--- src/rtl/ghost_collision_unit.sv ---
// ghost_collision_unit
// Per-tick collision resolver between Pac-Man and the four ghosts.
// On i_tick (in IDLE) all tile positions and ghost states are snapshotted,
// the ghosts are scanned one per cycle (SCAN0..SCAN3), and RESOLVE decides
// between a death pulse, a single ghost-eaten pulse with score, or nothing.
// An eat optionally freezes the playfield for FREEZE_CYCLES cycles.
//
// Optional feature macro: GHOST_COLLISION_CROSS_EN
//   Defined: the previous tick's snapshot is also kept and a ghost matches
//   when it and Pac-Man swapped tiles between ticks.
//   Undefined: current-tile equality only.
//
// Ports:
//   i_clk, i_rst_n                 clock, async active-low reset
//   i_tick                         movement-tick strobe
//   i_ghost_reload                 level/life restart, synchronous clear
//   i_energizers_eaten             restarts the eat chain
//   i_pac_x/y, i_<ghost>_x/y       tile coordinates
//   i_<ghost>_state                ghost mode (4-bit)
//   o_<ghost>_eaten                one-cycle eaten pulse
//   o_pacman_dead                  one-cycle death pulse
//   o_score_valid, o_score_add     one-cycle score strobe and points
//   o_freeze                       post-eat freeze active
//   o_busy                         high in every state except IDLE
module ghost_collision_unit #(
  parameter int unsigned FREEZE_CYCLES = 50000000,
  parameter int unsigned TILE_W        = 6
) (
  input  logic              i_clk,
  input  logic              i_rst_n,
  input  logic              i_tick,
  input  logic              i_ghost_reload,
  input  logic              i_energizers_eaten,
  input  logic [TILE_W-1:0] i_pac_x,
  input  logic [TILE_W-1:0] i_pac_y,
  input  logic [TILE_W-1:0] i_blinky_x,
  input  logic [TILE_W-1:0] i_blinky_y,
  input  logic [TILE_W-1:0] i_pinky_x,
  input  logic [TILE_W-1:0] i_pinky_y,
  input  logic [TILE_W-1:0] i_inky_x,
  input  logic [TILE_W-1:0] i_inky_y,
  input  logic [TILE_W-1:0] i_clyde_x,
  input  logic [TILE_W-1:0] i_clyde_y,
  input  logic [3:0]        i_blinky_state,
  input  logic [3:0]        i_pinky_state,
  input  logic [3:0]        i_inky_state,
  input  logic [3:0]        i_clyde_state,
  output logic              o_blinky_eaten,
  output logic              o_pinky_eaten,
  output logic              o_inky_eaten,
  output logic              o_clyde_eaten,
  output logic              o_pacman_dead,
  output logic              o_score_valid,
  output logic [11:0]       o_score_add,
  output logic              o_freeze,
  output logic              o_busy
);

  // Ghost mode encodings shared with the ghost mode controller (params.vh)
  localparam logic [3:0]  GST_SCATTER = 4'd0;
  localparam logic [3:0]  GST_CHASE   = 4'd1;
  localparam logic [3:0]  GST_FRIGHT  = 4'd2;
  localparam logic [11:0] SCORE_BASE  = 12'd200;
  localparam logic [31:0] FRZ_LAST    = 32'(FREEZE_CYCLES - 32'd1);

  // SCANk encodes k in the low two bits so the state doubles as ghost index
  typedef enum logic [2:0] {
    S_SCAN0   = 3'd0,
    S_SCAN1   = 3'd1,
    S_SCAN2   = 3'd2,
    S_SCAN3   = 3'd3,
    S_IDLE    = 3'd4,
    S_RESOLVE = 3'd5,
    S_FREEZE  = 3'd6,
    S_DEAD    = 3'd7
  } state_e;

  logic [TILE_W-1:0] in_gx [4];
  logic [TILE_W-1:0] in_gy [4];
  logic [3:0]        in_gst [4];

  assign in_gx[0] = i_blinky_x;  assign in_gy[0] = i_blinky_y;  assign in_gst[0] = i_blinky_state;
  assign in_gx[1] = i_pinky_x;   assign in_gy[1] = i_pinky_y;   assign in_gst[1] = i_pinky_state;
  assign in_gx[2] = i_inky_x;    assign in_gy[2] = i_inky_y;    assign in_gst[2] = i_inky_state;
  assign in_gx[3] = i_clyde_x;   assign in_gy[3] = i_clyde_y;   assign in_gst[3] = i_clyde_state;

  state_e            state_q, state_d;
  logic [TILE_W-1:0] px_q, px_d, py_q, py_d;
  logic [TILE_W-1:0] gx_q [4];
  logic [TILE_W-1:0] gx_d [4];
  logic [TILE_W-1:0] gy_q [4];
  logic [TILE_W-1:0] gy_d [4];
  logic [3:0]        gst_q [4];
  logic [3:0]        gst_d [4];
  logic [3:0]        kill_q, kill_d, eat_q, eat_d;
  logic [1:0]        chain_q, chain_d;
  logic [31:0]       frz_cnt_q, frz_cnt_d;
  logic [3:0]        eaten_q, eaten_d;
  logic              dead_q, dead_d;
  logic              score_vld_q, score_vld_d;
  logic [11:0]       score_add_q, score_add_d;
  logic              freeze_q, freeze_d;
  logic              busy_q, busy_d;
`ifdef GHOST_COLLISION_CROSS_EN
  logic [TILE_W-1:0] ppx_q, ppx_d, ppy_q, ppy_d;
  logic [TILE_W-1:0] pgx_q [4];
  logic [TILE_W-1:0] pgx_d [4];
  logic [TILE_W-1:0] pgy_q [4];
  logic [TILE_W-1:0] pgy_d [4];
`endif

  logic [1:0] idx;
  logic       tile_hit, gst_live, gst_fright;

  // Match test for the ghost selected by the current SCANk state
  always_comb begin
    idx        = state_q[1:0];
    tile_hit   = (gx_q[idx] == px_q) && (gy_q[idx] == py_q);
`ifdef GHOST_COLLISION_CROSS_EN
    tile_hit   = tile_hit ||
                 ((px_q == pgx_q[idx]) && (py_q == pgy_q[idx]) &&
                  (gx_q[idx] == ppx_q) && (gy_q[idx] == ppy_q));
`endif
    gst_live   = (gst_q[idx] == GST_CHASE) || (gst_q[idx] == GST_SCATTER);
    gst_fright = (gst_q[idx] == GST_FRIGHT);
  end

  // Next-state and registered-output logic
  always_comb begin
    state_d     = state_q;
    px_d        = px_q;
    py_d        = py_q;
    gx_d        = gx_q;
    gy_d        = gy_q;
    gst_d       = gst_q;
    kill_d      = kill_q;
    eat_d       = eat_q;
    chain_d     = chain_q;
    frz_cnt_d   = frz_cnt_q;
    eaten_d     = 4'd0;
    dead_d      = 1'b0;
    score_vld_d = 1'b0;
    score_add_d = 12'd0;
`ifdef GHOST_COLLISION_CROSS_EN
    ppx_d       = ppx_q;
    ppy_d       = ppy_q;
    pgx_d       = pgx_q;
    pgy_d       = pgy_q;
`endif

    unique case (state_q)
      S_IDLE: begin
        if (i_tick) begin
`ifdef GHOST_COLLISION_CROSS_EN
          ppx_d = px_q;
          ppy_d = py_q;
          pgx_d = gx_q;
          pgy_d = gy_q;
`endif
          px_d    = i_pac_x;
          py_d    = i_pac_y;
          gx_d    = in_gx;
          gy_d    = in_gy;
          gst_d   = in_gst;
          kill_d  = 4'd0;
          eat_d   = 4'd0;
          state_d = S_SCAN0;
        end
      end
      S_SCAN0, S_SCAN1, S_SCAN2, S_SCAN3: begin
        if (tile_hit && gst_live)   kill_d[idx] = 1'b1;
        if (tile_hit && gst_fright) eat_d[idx]  = 1'b1;
        state_d = (state_q == S_SCAN3) ? S_RESOLVE : state_e'(state_q + 3'd1);
      end
      S_RESOLVE: begin
        if (|kill_q) begin
          dead_d  = 1'b1;
          state_d = S_DEAD;
        end else if (|eat_q) begin
          // Only the lowest-index ghost is eaten; the rest re-detect next tick
          eaten_d     = eat_q & (~eat_q + 4'd1);
          score_vld_d = 1'b1;
          score_add_d = SCORE_BASE << chain_q;
          chain_d     = (chain_q == 2'd3) ? 2'd3 : chain_q + 2'd1;
          state_d     = (FREEZE_CYCLES == 0) ? S_IDLE : S_FREEZE;
        end else begin
          state_d = S_IDLE;
        end
      end
      S_FREEZE: begin
        if (frz_cnt_q == FRZ_LAST) begin
          frz_cnt_d = 32'd0;
          state_d   = S_IDLE;
        end else begin
          frz_cnt_d = frz_cnt_q + 32'd1;
        end
      end
      S_DEAD: state_d = S_DEAD;
      default: state_d = S_IDLE;
    endcase

    // The current eat has already scored with the old chain value
    if (i_energizers_eaten) chain_d = 2'd0;

    // Snapshots are cleared too, so the first tick afterwards sees a zero history
    if (i_ghost_reload) begin
      state_d     = S_IDLE;
      chain_d     = 2'd0;
      kill_d      = 4'd0;
      eat_d       = 4'd0;
      frz_cnt_d   = 32'd0;
      eaten_d     = 4'd0;
      dead_d      = 1'b0;
      score_vld_d = 1'b0;
      score_add_d = 12'd0;
      px_d        = '0;
      py_d        = '0;
      for (int k = 0; k < 4; k++) begin
        gx_d[k] = '0;
        gy_d[k] = '0;
      end
`ifdef GHOST_COLLISION_CROSS_EN
      ppx_d = '0;
      ppy_d = '0;
      for (int k = 0; k < 4; k++) begin
        pgx_d[k] = '0;
        pgy_d[k] = '0;
      end
`endif
    end

    freeze_d = (state_d == S_FREEZE);
    busy_d   = (state_d != S_IDLE);
  end

  // State and output registers
  always_ff @(posedge i_clk or negedge i_rst_n) begin
    if (!i_rst_n) begin
      state_q     <= S_IDLE;
      px_q        <= '0;
      py_q        <= '0;
      for (int k = 0; k < 4; k++) begin
        gx_q[k]  <= '0;
        gy_q[k]  <= '0;
        gst_q[k] <= 4'd0;
      end
      kill_q      <= 4'd0;
      eat_q       <= 4'd0;
      chain_q     <= 2'd0;
      frz_cnt_q   <= 32'd0;
      eaten_q     <= 4'd0;
      dead_q      <= 1'b0;
      score_vld_q <= 1'b0;
      score_add_q <= 12'd0;
      freeze_q    <= 1'b0;
      busy_q      <= 1'b0;
`ifdef GHOST_COLLISION_CROSS_EN
      ppx_q       <= '0;
      ppy_q       <= '0;
      for (int k = 0; k < 4; k++) begin
        pgx_q[k] <= '0;
        pgy_q[k] <= '0;
      end
`endif
    end else begin
      state_q     <= state_d;
      px_q        <= px_d;
      py_q        <= py_d;
      gx_q        <= gx_d;
      gy_q        <= gy_d;
      gst_q       <= gst_d;
      kill_q      <= kill_d;
      eat_q       <= eat_d;
      chain_q     <= chain_d;
      frz_cnt_q   <= frz_cnt_d;
      eaten_q     <= eaten_d;
      dead_q      <= dead_d;
      score_vld_q <= score_vld_d;
      score_add_q <= score_add_d;
      freeze_q    <= freeze_d;
      busy_q      <= busy_d;
`ifdef GHOST_COLLISION_CROSS_EN
      ppx_q       <= ppx_d;
      ppy_q       <= ppy_d;
      pgx_q       <= pgx_d;
      pgy_q       <= pgy_d;
`endif
    end
  end

  assign o_blinky_eaten = eaten_q[0];
  assign o_pinky_eaten  = eaten_q[1];
  assign o_inky_eaten   = eaten_q[2];
  assign o_clyde_eaten  = eaten_q[3];
  assign o_pacman_dead  = dead_q;
  assign o_score_valid  = score_vld_q;
  assign o_score_add    = score_add_q;
  assign o_freeze       = freeze_q;
  assign o_busy         = busy_q;

endmodule

--- config.mk ---
export PLATFORM = sky130hd
export DESIGN_NAME = ghost_collision_unit
export DESIGN_NICKNAME = d
export VERILOG_FILES = /design/src/rtl/ghost_collision_unit.sv
export SDC_FILE = /design/constraint.sdc
export NUM_CORES = 1
export LEC_CHECK = 0
export ABC_AREA = 0
export CORE_AREA = 2 2 108 110
export CTS_BUF_LIST = sky130_fd_sc_hd__clkbuf_4 sky130_fd_sc_hd__clkbuf_8 sky130_fd_sc_hd__clkbuf_16
export CTS_CLUSTER_DIAMETER = 120
export DETAILED_ROUTE_END_ITERATION = 8
export DIE_AREA = 0 0 110 112
export DONT_BUFFER_PORTS = 1
export PLACE_DENSITY = 0.82
export SYNTH_ARGS = -nofsm -noshare
export SYNTH_HDL_FRONTEND = slang
export SYNTH_SLANG_ARGS = --single-unit
--- constraint.sdc ---
create_clock -name i_clk -period 3.7 [get_ports i_clk]
set_clock_uncertainty 0.1 [all_clocks]
set_input_delay 0.555 -clock i_clk [delete_from_list [all_inputs] [get_ports i_clk]]
set_output_delay 0.555 -clock i_clk [all_outputs]
set_load 0.03 [all_outputs]
==> run metrics, run 1 <==
Ys Warns 0; post-DP HPWL 9580 µm; Worst-path clk slew 0.06 ns; IO Count 101; placed inst area 0.00667 mm²; GRT met2 Usage 0.410; commonest non-fill, non-tap cells in the layout nand2_1, dfrtp_1, a21oi_1, nor2_1, xor2_1; largest family of logic cells by synthesized area simple AND/OR/NAND/NOR gates; CP arrival 3.35 ns; gr usage total 0.253; synthesis-to-layout area growth 10.1%; Max-Slew Margin vs Limit 0.356; RSZ-0062 raised after global routing no; layout cells sized above 1 0.0895; # diodes 0; DRT iter0 DRCs 452; worst setup path end eat_q[0]$_DFFE_PN0P_; Setup violations, final 0; number of synthesized flops with an enable pin 0; CP startpoint kind register; Slowest-stage cell, CP dfrtp_1; CP max FO 16; final WL 14500 µm; Max Slew Vio Count 0; met1 track demand over resource 0.310; Post-synth ARST share 1.00; initial antenna violation count 0; final setup TNS 0 ns; Post-Syn Instances just under 700; Crit path depth 7; leakage 3.23 nW; reg2reg start state_q[0]$_DFF_PN0_; row cnt 39; die extent in y 112 µm; post-synthesis sequential area ratio 0.521; post-synthesis mux area share 0.0477; simple-gate share of the synthesized area 0.229; maxcap violations 0; clock insertion delay at the later pin of the skew report roughly 0.43 ns; routability cong. roughly 0.87; CTS tree built; FF-to-FF setup slack about 0.61 ns; xor/xnor share of the synthesized area 0.0412; CTS buffer count 17; vias per std cell 6.05; vias in the first global route 5037; Initial Util 0.590; mapped cell area 0.00659 mm²; Longest Clk Path Bufs 2; CP bufs+invs 1; Period minus WS final between 3 and 4 ns; Die Area 0.0123 mm²; post-synthesis adder-cell area fraction 0.0247; CTS sink cnt 137; Tot Pwr 4.74 mW; most common cell after layout, fill and taps aside nand2_1; failing checks negative hold slack; r2r endpoint eat_q[0]$_DFFE_PN0P_; GRT met3 Usage 0.0767; cell family with most CP delay flip-flops; Crit Path Category register to register; Final Hold Vio Count 136; first-pass GRT wire length between 20000 and 25000 µm; Mean Syn Cell Area 9.56 µm²; PD cells ~650 mW/mm²; Tcrit/Tclk final 0.834; Largest stage delay, worst path 0.86 ns; worst hold path class primary input to asynchronous set/reset pin; PortBufs 0; Hold Slack -0.273 ns; VDD IR max a little under 400 µV; antenna viol nets, final 0; core area approximately 0.011 mm²; Yosys cell types 52; CP Capture Type register; CTS H-tree lvls 4; Worst-Margin Slew 0.963 ns; flops & latches, synth 137; final instance area between 0.007 and 0.008 mm²; filler cell count 866; GRT Max-Usage Layer met2; Req. time, crit path 3.96 ns; Nets 774; GRT Residual Overflow 0; ys flop type dfrtp_1; R2R cell count 7; iteration count of the initial detailed-routing pass 5; Crit. Startpoint state_q[0]$_DFF_PN0_; DRC Markers 0; Synth Area in Compound Gates 0.104; Cell Chain, Critical Path buf_4 -> mux4_2 -> xor2_1 -> nor4_2 -> nand2_2 -> nor4_4 -> a22o_1; per-cell routed wire length 17.4 µm; via count 5058; fmax 324 MHz; Root Driver clkbuf_16; outcome finished with violations; chip width 110 µm; largest net degree at the start of global routing 138
## repair_timing
item	4_1_cts	5_1_grt
setup endpoints to repair	0	0
setup buffers	0	0
resized for setup	0	0
endpoints found under the hold margin	137	137
## sequential cells by signal, indices dropped and copies added (netlist names)
| name | flops |
|---|---|
| o_pacman_dead | 1 |
| eat_q | 4 |
| gy_q | 24 |
| o_score_valid | 1 |
| px_q | 6 |
| kill_q | 4 |
| o_freeze | 1 |
| state_q | 3 |
| gx_q | 24 |
| gst_q | 16 |
| o_score_add | 8 |
| eaten_q | 4 |
| py_q | 6 |
| o_busy | 1 |
| frz_cnt_q | 32 |
| chain_q | 2 |
## synthesized netlist by cell type, drive strengths merged (2+ instances only)
master     n  share of area
nor3      17          0.013
and2      12          0.011
a31oi      8         0.0076
o21ai      9         0.0068
mux2i      4         0.0061
inv       10         0.0057
mux4      12          0.042
a211oi     3         0.0034
and3       3         0.0028
and4       3         0.0040
nor4      15          0.025
a22o      11          0.015
nand2b     3         0.0028
nand2    192           0.11
xnor2     10          0.013
nand4     13          0.012
dfrtp    136           0.52
a21oi     73          0.055
a21o       2         0.0023
o211ai     2         0.0023
or3        4         0.0038
nor4b      2         0.0027
xor2      21          0.028
or4        2         0.0023
buf       11          0.010
o31ai      2         0.0023
nor2      36          0.021
a2111oi    2         0.0027
ha        13          0.025
nand3     17          0.013
clkbuf    28          0.016
## how the worst min path moves through the flow
| stage | start | end | slack (ns) |
|---|---|---|---|
| after floorplan | i_rst_n | chain_q[0]$_DFFE_PN0P_ | 0.16 |
| after global placement | i_rst_n | o_score_add[4]$_DFF_PN0_ | 0.16 |
| after detailed placement | i_rst_n | o_score_add[7]$_DFF_PN0_ | 0.16 |
| after CTS | i_rst_n | gst_q[11]$_DFFE_PN0P_ | -0.29 |
| after global routing | i_rst_n | o_score_add[4]$_DFF_PN0_ | -0.29 |
| final | i_rst_n | o_score_add[7]$_DFF_PN0_ | -0.27 |
## per-layer routing
metal  wire length [µm]  share of wire
met1               5770           0.40
met2               7390           0.51
met3               1090          0.075
met4                258          0.018
met5                  0              0
## logic make-up after synthesis
kind of cell / count (synthesis)
adders and majority gates: 13
and+or+nand+nor: 324
other: 1
DFF: 137
muxes: 16
buffers and inverters: 50
AOI/OAI and AO/OA: 117
xor gates and xnor gates: 31
## power breakdown
group / switching [mW] / internal, mW
Clock: 0.665 / 0.984
Sequential: 0.230 / 1.73
Combinational: 0.690 / 0.440
## per-stage QoR
| stage | worst slack [ns] | instances | util | hold WS, ns |
|---|---|---|---|---|
| 2_1_floorplan | 1.04 | 692 | - | 0.159 |
| 6_report | 0.614 | 836 | 0.649 | -0.273 |
| 3_5_place_dp | 0.610 | 804 | 0.597 | 0.162 |
| 3_3_place_gp | 0.717 | 804 | 0.597 | 0.162 |
| 4_1_cts | 0.592 | 836 | 0.649 | -0.289 |
| 5_1_grt | 0.362 | 836 | 0.649 | -0.288 |
## cell type report
type	instances	area [µm²]	area share
flip-flops and latches	137	3430	0.473
multi-input cells	505	2960	0.408
clock buffers	21	468	0.0645
well taps	143	179	0.0247
clock inverters	11	113	0.0155
repair buffers	8	60.1	0.00828
inverters	11	41.3	0.00569
(Power assumes the default switching activity.)
==> inputs of run 2 (changes only) <==
- clock period: 3.7 -> 3 ns (I/O delays scaled with it)
==> run metrics, run 2 (same netlist as run 1, synthesis figures left out) <==
max reg flops 32; Int Power ~3.8 mW; largest net degree at the start of global routing approximately 140; CP max FO 11; Final Util 0.655; commonest non-fill, non-tap cells in the layout nand2_1, dfrtp_1, a21oi_1, nor2_1, xor2_1; most flop-heavy register frz_cnt_q; failing checks negative hold slack; PD cells 782 mW/mm²; Net Sw Frac 0.334; chip width 110 µm; Setup violations, final 0; Initial Util 0.590; vias in the first global route 5005; Cell Chain, Critical Path ha_1 -> ha_1 -> or4_1 -> a21oi_1 -> nor3_1 -> o311a_1 -> a211oi_1 -> and2_1; P_sw roughly 1.9 mW; layout cells sized above 1 0.0953; clock insertion delay at the later pin of the skew report 0.43 ns; top flop regs frz_cnt_q x32, gx_q x24, gy_q x24; combinational share of power 0.261; Max-Slew Margin vs Limit 0.556; Hold Slack -0.381 ns; Root Driver clkbuf_16; CTS sink cnt 137; CTS buffer count 17; most common cell after layout, fill and taps aside nand2_1; IO Count 101; final WL between 10000 and 15000 µm; CP startpoint kind register; Req. time, crit path 3.26 ns; post-DP HPWL 9600 µm; Nets ~800; CTS tree built; routability cong. 0.835; filler cell count ~860; iteration count of the initial detailed-routing pass 7; reg2reg start state_q[1]$_DFF_PN0_; gr usage total 0.256; Largest stage delay, worst path 0.56 ns; DRT iter0 DRCs around 400; Max Slew Vio Count 0; RSZ-0062 raised after global routing no; R2R cell count 8; DRC Markers 0; fmax 359 MHz; Worst-path clk slew about 0.060 ns; initial antenna violation count 0; cell family with most CP delay simple AND/OR/NAND/NOR gates; Worst-Margin Slew 0.663 ns; CP Capture Type register; first-pass GRT wire length around 24000 µm; Slowest-stage cell, CP or4_1; FF-to-FF setup slack between 0.2 and 0.25 ns; antenna viol nets, final 0; VDD IR max 568 µV; per-cell routed wire length 17.0 µm; maxcap violations 0; PortBufs 0; CP bufs+invs 0; Clk pwr share 0.324; Non-Filler Instances between 800 and 900; final setup TNS 0 ns; leakage roughly 3.3 nW; Longest Clk Path Bufs 2; crit-path most repeated cell ha_1; core area 0.0112 mm²; row cnt 39; Crit Path Category register to register; Period minus WS final roughly 2.8 ns; die extent in y 112 µm; Crit. Startpoint state_q[1]$_DFF_PN0_; worst hold path class primary input to asynchronous set/reset pin; CP arrival 3.04 ns; CTS H-tree lvls 4; Die Area about 0.012 mm²; Flop pwr share 0.414; via count 5029; vias per std cell 5.94; Final Hold Vio Count 137; Tcrit/Tclk final 0.927; DP Cell Count 809; r2r endpoint o_freeze$_DFF_PN0_; outcome finished with violations; synthesis-to-layout area growth 11.2%; GRT Residual Overflow 0; # diodes 0
run 2: per-layer routing:
metal / wire length [µm] / track usage / vias to the layer above / share of wire
met5: 0 / 0 / - / 0
met4: 361 / 0.106 / 0 / 0.025
met3: 933 / 0.0732 / 29 / 0.065
met2: 7230 / 0.398 / 183 / 0.50
met1: 5840 / 0.338 / 2448 / 0.41
li1: - / - / 2369 / -
run 2: worst max-delay path by stage:
stage                              end  slack, ns  cells after the start
floorplan           o_freeze$_DFF_PN0_       0.34                     10
global placement    o_freeze$_DFF_PN0_       0.45                      8
detailed placement  o_freeze$_DFF_PN0_       0.27                      8
CTS                 o_freeze$_DFF_PN0_       0.22                      8
global route        o_freeze$_DFF_PN0_       0.02                      8
finish              o_freeze$_DFF_PN0_       0.22                      8
run 2: timing repair:
action	CTS	global route
gates resized for setup	0	0
setup buffers	0	0
hold endpoints to repair	192	138
hold buffers	4	2
run 2: worst reg2reg max path, cell delays in order (launching register included):
cell and delay (ns):
dfrtp_1 0.51, ha_1 0.30, ha_1 0.23, or4_1 0.56
a21oi_1 0.23, nor3_1 0.11, o311a_1 0.15, a211oi_1 0.32
and2_1 0.20
run 2: area by class of cell:
class | count | area, µm² | area share
clock buffer | 20 | 454 | 0.0620
tap | 143 | 179 | 0.0244
sequential | 137 | 3430 | 0.468
clock inverter | 11 | 77.6 | 0.0106
timing repair buffer | 19 | 180 | 0.0246
multi-input combinational | 505 | 2960 | 0.404
inverter | 11 | 41.3 | 0.00564
run 2: power groups by stage:
stage	Clock (mW)	Combinational, mW	Sequential, mW
floorplan	0	1.21	2.31
global placement	0	1.42	2.38
detailed placement	0	1.48	2.40
CTS	1.89	1.51	2.37
global route	1.97	1.67	2.41
finish	1.86	1.50	2.37
run 2: per-stage QoR:
step / cell area [µm²] / setup slack, ns / power, mW / hold WS, ns
after floorplan: 6600 / 0.340 / 3.53 / 0.0544
after global placement: 6720 / 0.451 / 3.81 / 0.0572
after detailed placement: 6720 / 0.269 / 3.88 / 0.0571
after CTS: 7300 / 0.225 / 5.76 / -0.394
after global routing: 7320 / 0.0216 / 6.05 / -0.403
final: 7320 / 0.218 / 5.73 / -0.381
